==> src/rtl/otter_divider.sv <==
// ============================================================================
// otter_divider : RV32M DIV/DIVU/REM/REMU unit, radix-2 restoring, 35-cycle op
// Option: OTTER_DIV_FASTPATH_EN (divide-by-zero/overflow finish in 2 cycles)
// Rev 1.0
// ============================================================================
`default_nettype none

module otter_divider (
    input  logic        clk,
    input  logic        rst_n,
    input  logic        start,
    input  logic [1:0]  div_fun,
    input  logic [31:0] srcA,
    input  logic [31:0] srcB,
    output logic        busy,
    output logic        done,
    output logic [31:0] result
);

    typedef enum logic [1:0] {
        IDLE = 2'd0,
        CALC = 2'd1,
        FIX  = 2'd2,
        DONE = 2'd3
    } state_t;

    state_t      r_state;
    state_t      w_state_nxt;

    logic        r_is_rem;
    logic [31:0] r_dvd;
    logic [31:0] r_dvs;
    logic [31:0] r_rem;
    logic [31:0] r_a_raw;
    logic [4:0]  r_count;
    logic        r_sign_q;
    logic        r_sign_r;
    logic        r_div_zero;
    logic        r_ovf;
    logic [31:0] r_result;

    logic        w_signed;
    logic        w_sign_a;
    logic        w_sign_b;
    logic [31:0] w_mag_a;
    logic [31:0] w_mag_b;
    logic        w_div_zero;
    logic        w_ovf;
    logic        w_special;
    logic [32:0] w_shift;
    logic [32:0] w_trial;
    logic [31:0] w_quot_fix;
    logic [31:0] w_rem_fix;
    logic [31:0] w_fix_result;

    function automatic logic [31:0] special_result(input logic is_rem,
                                                   input logic div_zero,
                                                   input logic [31:0] a);
        if (div_zero)
            special_result = is_rem ? a : 32'hFFFF_FFFF;
        else
            special_result = is_rem ? 32'h0000_0000 : 32'h8000_0000;
    endfunction

    // Operand conditioning at acceptance
    assign w_signed   = ~div_fun[0];
    assign w_sign_a   = w_signed & srcA[31];
    assign w_sign_b   = w_signed & srcB[31];
    assign w_mag_a    = w_sign_a ? (32'd0 - srcA) : srcA;
    assign w_mag_b    = w_sign_b ? (32'd0 - srcB) : srcB;
    assign w_div_zero = (srcB == 32'd0);
    assign w_ovf      = w_signed & (srcA == 32'h8000_0000) & (srcB == 32'hFFFF_FFFF);
    assign w_special  = w_div_zero | w_ovf;

    // Partial remainder stays below the divisor, so 32 stored bits suffice;
    // only the shifted trial value needs the 33rd bit.
    assign w_shift = {r_rem, r_dvd[31]};
    assign w_trial = w_shift - {1'b0, r_dvs};

    assign w_quot_fix   = r_sign_q ? (32'd0 - r_dvd) : r_dvd;
    assign w_rem_fix    = r_sign_r ? (32'd0 - r_rem) : r_rem;
    assign w_fix_result = (r_div_zero | r_ovf) ? special_result(r_is_rem, r_div_zero, r_a_raw)
                        : (r_is_rem ? w_rem_fix : w_quot_fix);

    always_ff @(posedge clk or negedge rst_n) begin
        if (!rst_n)
            r_state <= IDLE;
        else
            r_state <= w_state_nxt;
    end

    always_comb begin
        w_state_nxt = r_state;
        busy        = (r_state != IDLE);
        done        = (r_state == DONE);
        case (r_state)
            IDLE: begin
                if (start) begin
`ifdef OTTER_DIV_FASTPATH_EN
                    w_state_nxt = w_special ? DONE : CALC;
`else
                    w_state_nxt = CALC;
`endif
                end
            end
            CALC:    if (r_count == 5'd0) w_state_nxt = FIX;
            FIX:     w_state_nxt = DONE;
            DONE:    w_state_nxt = IDLE;
            default: w_state_nxt = IDLE;
        endcase
    end

    always_ff @(posedge clk or negedge rst_n) begin
        if (!rst_n) begin
            r_is_rem   <= 1'b0;
            r_dvd      <= 32'd0;
            r_dvs      <= 32'd0;
            r_rem      <= 32'd0;
            r_a_raw    <= 32'd0;
            r_count    <= 5'd0;
            r_sign_q   <= 1'b0;
            r_sign_r   <= 1'b0;
            r_div_zero <= 1'b0;
            r_ovf      <= 1'b0;
            r_result   <= 32'd0;
        end else begin
            case (r_state)
                IDLE: begin
                    if (start) begin
                        r_is_rem   <= div_fun[1];
                        r_dvd      <= w_mag_a;
                        r_dvs      <= w_mag_b;
                        r_rem      <= 32'd0;
                        r_a_raw    <= srcA;
                        r_count    <= 5'd31;
                        r_sign_q   <= w_sign_a ^ w_sign_b;
                        r_sign_r   <= w_sign_a;
                        r_div_zero <= w_div_zero;
                        r_ovf      <= w_ovf;
`ifdef OTTER_DIV_FASTPATH_EN
                        if (w_special)
                            r_result <= special_result(div_fun[1], w_div_zero, srcA);
`endif
                    end
                end
                CALC: begin
                    r_rem <= w_trial[32] ? w_shift[31:0] : w_trial[31:0];
                    r_dvd <= {r_dvd[30:0], ~w_trial[32]};
                    if (r_count != 5'd0)
                        r_count <= r_count - 5'd1;
                end
                FIX:     r_result <= w_fix_result;
                default: ;
            endcase
        end
    end

    assign result = r_result;

endmodule

`default_nettype wire

==> config.mk <==
export PLATFORM = sky130hd
export DESIGN_NAME = otter_divider
export DESIGN_NICKNAME = d
export VERILOG_FILES = /design/src/rtl/otter_divider.sv
export SDC_FILE = /design/constraint.sdc
export NUM_CORES = 1
export LEC_CHECK = 0
export ABC_CLOCK_PERIOD_IN_PS = 4500
export CORE_MARGIN = 4
export CORE_UTILIZATION = 59
export DETAILED_ROUTE_END_ITERATION = 8
export PLACE_DENSITY = 0.89
export SYNTH_ARGS = -nofsm -noshare
export SYNTH_HDL_FRONTEND = slang
export SYNTH_SLANG_ARGS = --single-unit
==> constraint.sdc <==
create_clock -name clk -period 4.5 [get_ports clk]
set_input_delay 0.45 -clock clk [delete_from_list [all_inputs] [get_ports clk]]
set_output_delay 0.45 -clock clk [all_outputs]
set_load 0.05 [all_outputs]
Word-level counts from Yosys, hierarchy flattened
Cells that the tools add are included.
- register bits: 172
- input bits: 69
- output and inout port bits: 34
- word-level logic and storage cells: 64
- add/subtract/negate cells: 6
- eq/ne operators: 8
- mux-type cells: 20
- bitwise logic cells: 8
- reduce and logical (&&, ||, !) cells: 10
- operator list (cell ; count):
    32-bit two-way mux ; 12
    32-bit case mux with 2 select lines ; 2
    1-bit by 32-bit subtractor with 32-bit output, first input constant ; 4
    32-bit == test, second input constant ; 2
    33-bit by 32-bit subtractor with 33-bit output ; 1
    32-bit zero test ; 1
    5-bit two-way mux ; 2
    5-bit case mux with 2 select lines ; 1
    2-bit case mux with 4 select lines ; 1
    2-bit inequality test, second input constant ; 3
    2-bit AND reduction ; 3
    5-bit zero test ; 1
    5-bit nonzero test ; 1
    5-bit by 1-bit subtractor with 5-bit output, second input constant ; 1
    1-bit bitwise AND ; 4
    2-bit == test, second input constant ; 2
    2-bit two-way mux ; 2
    2-bit nonzero test ; 2
    3-bit AND reduction ; 1
    2-bit by 1-bit == test with 1-bit output, second input constant ; 1
    2-bit zero test ; 1
    1-bit inverter ; 2
    1-bit bitwise OR ; 1
    1-bit XOR ; 1

Depth between registers and ports, before layout
- depth in word-level cells: 5
- gate-level depth with buffers: 14
- mapped depth without buffers: 12

Worst setup path after synthesis
No wires, ideal clock.
- path type: reg-to-reg
- from: register r_dvd[31]
- to: register r_rem[14]
- setup time: 126 ps
- arrival: 3226 ps
- data required time: 4374 ps
- slack: 1148 ps
- stages on the path, launching flop included: 15
- buffers on the path: 2
- period minus slack after synthesis: 3352 ps
- cell sequence: dfrtp_1 inv_1 ha_1 fa_1 nand2b_1 a21oi_1 o2111ai_1 a31oi_1 a311o_1 a211oi_1 xnor2_1 buf_2 buf_1 nor2_1 a221o_1
- word-level cells in the longest chain between the ends: 3
- RTL lines (what ; line ; source):
    from (decl) ; 31 ; logic [31:0] r_dvd;
    from (signal assigned) ; 131 ; r_dvd <= w_mag_a;
    from (signal assigned) ; 148 ; r_dvd <= {r_dvd[30:0], ~w_trial[32]};
    33-bit by 32-bit subtractor with 33-bit output ; 78 ; assign w_trial = w_shift - {1'b0, r_dvs};
    32-bit two-way mux ; 147 ; r_rem <= w_trial[32] ? w_shift[31:0] : w_trial[31:0];
    32-bit case mux with 2 select lines ; 127 ; case (r_state)
    to (signal assigned) ; 147 ;
    to (decl) ; 33 ; logic [31:0] r_rem;
Every way passes these cells.
A chain may end at the register's enable or synchronous reset.

Final worst setup path
- from: register r_dvd[31]
- to: register r_rem[3]
The elaborated chain is that of the path after synthesis.

==> metrics list <==
- The flow ran to the end, and the final reports show no timing, DRC or antenna violations.
* Share of Yosys cell area claimed by the top area cell type: 35.65%
- Post-cts sizing count: 0
- Vias in the first global route: 10,480
* Setup WS pre-CTS: 0.9063 ns
- In the layout the commonest cells are nand2_1, dfrtp_1, o21ai_0.
* Number of enable-type register cells in the synthesized netlist: 0
- The clock passes through at most 2 buffers.
* Synth Warn #: 0
- Transition time at the pin with the least slew margin: 1.302 ns
* Data arrival at the endpoint of the critical path: 3.95 ns
- Crit path max fanout: 29
* Sequential share of the synthesized area: 35.65%
* Hold WC Path Type: in -> async
- Cells with a size suffix above 1 make up 7.233% of the layout.
- Relative max-transition margin: 13.01%
* CTS tree: yes
- Setup TNS Final: 0 ns
* Hpwl dp: 24,390 µm
- In this run the critical register-to-register path is launched from r_dvd[31].
- On the final layout, the worst clock skew is 0.01141 ns.
- Number of buffers inserted for hold repair after clock tree synthesis: 0
- Post-Synthesis Cell Area: 0.01207 mm²
* Length in cells of the worst reg-to-reg path: 13
* Initial standard-cell utilization of the core: 59.86%
- After synthesis, the share of flip-flops with an asynchronous set or reset is 100.0%.
* Die height: 151.0 µm
- The worst setup path is captured at a flop.
- Avg Vias per Cell: 6.315
- The critical path is of the reg -> reg type.
* Most common cell after layout, fill and taps aside: nand2_1
- Final routed wirelength across all metal layers: 33,070 µm
- LEAKAGE: 0.005854 µW
- Entering global routing, the biggest net connects 96 pins.
- Final setup violating endpoints: 0
- Post-synthesis cell type with the largest combined area: dfrtp_1
- Number of max-capacitance violations reported: 0
* CTS Buf Count: 17
- Gp weighted congestion: 0.9175
- In this run the mean area of a mapped cell was 8.384 µm².
* Total power density per cell area: 819.5 mW/mm²
- Minimum hold slack: 0.01814 ns
* Number of buffers inserted by port buffering: 102
- Mean routed wirelength per cell: 18.61 µm
* Antenna viol nets, final: 0
* CP Data Required Time: 4.77 ns
* Number of rows created at floorplan: 52
- From synthesis to final layout, the design area changed by 15.15%.
* Number of setup buffers added after CTS: 0
* Number of antenna violations at the first check in global routing: 1
- Final routed DRC violation total: 0
* Wire length of the first global-routing pass: 52,630 µm
* Final hold vios: 0
- When the netlist entered floorplanning its net count stood at 1,554.
- The synthesized design contains 172 register bits.
* Setup repair after global routing missed its margin: false
- Including well taps, the total number of placed cells is 1,745.
- CP startpoint kind: flop
- After floorplanning, the core was sized to cover 0.02017 mm².
- Root buffer cell: clkbuf_16
- Subtracting the final worst setup slack from the clock period gives 3.686 ns.
* Vias post-DR: 11,220
* Final max-slew violation count: 0
- The setup check on the worst reg-to-reg path leaves a slack of 0.81 ns.
- Top cells by area, synth: dfrtp_1, o21ai_0, nand2_1, xnor2_1, xor2_1
- Pin placement for this block handled 103 I/O pins.
- Critical R2R Capture: r_rem[3]
- Total clock sinks: 172
- Once routing completed, OpenROAD measured the worst setup slack at 0.8138 ns.
- Diode insertion count for antenna repair: 0
- Instance count of the mapped netlist: 1,440
- Die footprint: 0.02281 mm²
- At the end of the flow, the number of nets in the layout was 1,608.
- VDD sags by at most 477.2 µV.
- Horizontal die dimension: 151.0 µm
- In the global route stage, overall resource usage came out at 28.99%.
- Number of search-and-repair iterations in the first detailed-routing pass: 6
- Achievable Freq: 0.2713 GHz
- Final global-route overflow total: 0
- Once layout is complete, the cells apart from fillers number 1,777.
- Number of DRC violations after detailed-routing iteration 0: 1,295
- H-Tree Depth: 4
- Clock-pin slew was measured on the worst setup and hold paths at 0.07 ns.
- The most used flip-flop cell after synthesis is dfrtp_1.
- The worst path uses 81.92% of the clock period.
- In this run, distinct cell masters in the synthesized netlist total 63.
- The later pin in the worst-skew pair is clocked with a latency of 0.44 ns.
[per-stage QoR]
stage / total power, µW / utilization, % / area (µm²)
3_3_place_gp: 9452 / 65.83 / 13280
5_1_grt: 12190 / 68.93 / 13900
4_1_cts: 11290 / 68.93 / 13900
2_1_floorplan: 7855 / - / 12070
3_5_place_dp: 9672 / 65.83 / 13280
6_report: 11390 / 68.93 / 13900
[worst max-delay path by stage]
| stage | end | cells past startpoint | startpoint |
|---|---|---|---|
| 4_1_cts | r_rem[3] | 13 | r_dvd[31] |
| 3_5_place_dp | r_rem[3] | 13 | r_dvd[31] |
| 3_3_place_gp | r_rem[14] | 13 | r_dvd[31] |
| 5_1_grt | r_rem[17] | 13 | r_dvd[31] |
| 6_report | r_rem[3] | 13 | r_dvd[31] |
| 2_1_floorplan | r_rem[14] | 14 | r_dvd[31] |
[sequential cells by signal (all words and copies together), names as in the netlist]
signal and count:
result 32, r_is_rem 1, r_dvs 32, r_div_zero 1
r_state 2, r_a_raw 32, r_count 5, r_rem 32
r_sign_q 1, r_dvd 32, r_ovf 1, r_sign_r 1
[Yosys cell counts (22+ instances only)]
| library cell | instances |
|---|---|
| a21oi_1 | 110 |
| clkbuf_1 | 70 |
| dfrtp_1 | 172 |
| ha_1 | 44 |
| inv_1 | 64 |
| mux2_2 | 41 |
| mux2i_1 | 32 |
| nand2_1 | 182 |
| nor2_1 | 93 |
| nor3_1 | 22 |
| o21ai_0 | 168 |
| o31ai_1 | 30 |
| or3_1 | 24 |
| xnor2_1 | 74 |
| xor2_1 | 69 |
[critical path, cell delays in order (launching register included)]
cell and delay, ns:
dfrtp_1 0.33, inv_1 0.06, ha_1 0.21, fa_1 0.39
nand2b_1 0.20, a21oi_1 0.21, o2111ai_1 0.19, a31oi_1 0.34
a311o_1 0.30, a211oi_1 0.12, xnor2_2 0.50, buf_12 0.30
mux2i_1 0.22, o21ai_0 0.11
[cell families (layout without fill, tap and decap cells)]
family / after synthesis / count (layout) / synth area share (%)
simple gates: 431 / 431 / 16.81
xor+xnor: 143 / 143 / 10.37
flops: 172 / 172 / 35.65
mux: 73 / 73 / 6.477
compound gates: 429 / 429 / 21.35
buf+inv: 147 / 214 / 4.612
fa+ha+maj: 45 / 45 / 4.726
[area by class of cell]
type | count | area, µm²
Clock inverter | 14 | 185.2
Inverter | 65 | 244.0
Sequential cell | 172 | 4305
Clock buffer | 18 | 439.2
Timing Repair Buffer | 117 | 1147
Tap cell | 270 | 337.8
Multi-Input combinational cell | 1121 | 7243
Fill cell | 1580 | 6267
[layer usage]
metal  wire length (µm)  track usage, %  vias up
li1                   -               -     5253
met3               2971           5.416       90
met2              15430           47.00      546
met4                929           10.47        2
met1              13720           39.00     5330
met5                 11               0        -
[power breakdown]
part | internal [µW] | switching, µW
registers | 2260 | 723
clock network | 902 | 665
logic | 2740 | 4100
No activity file was read; power rests on OpenSTA's default activity.
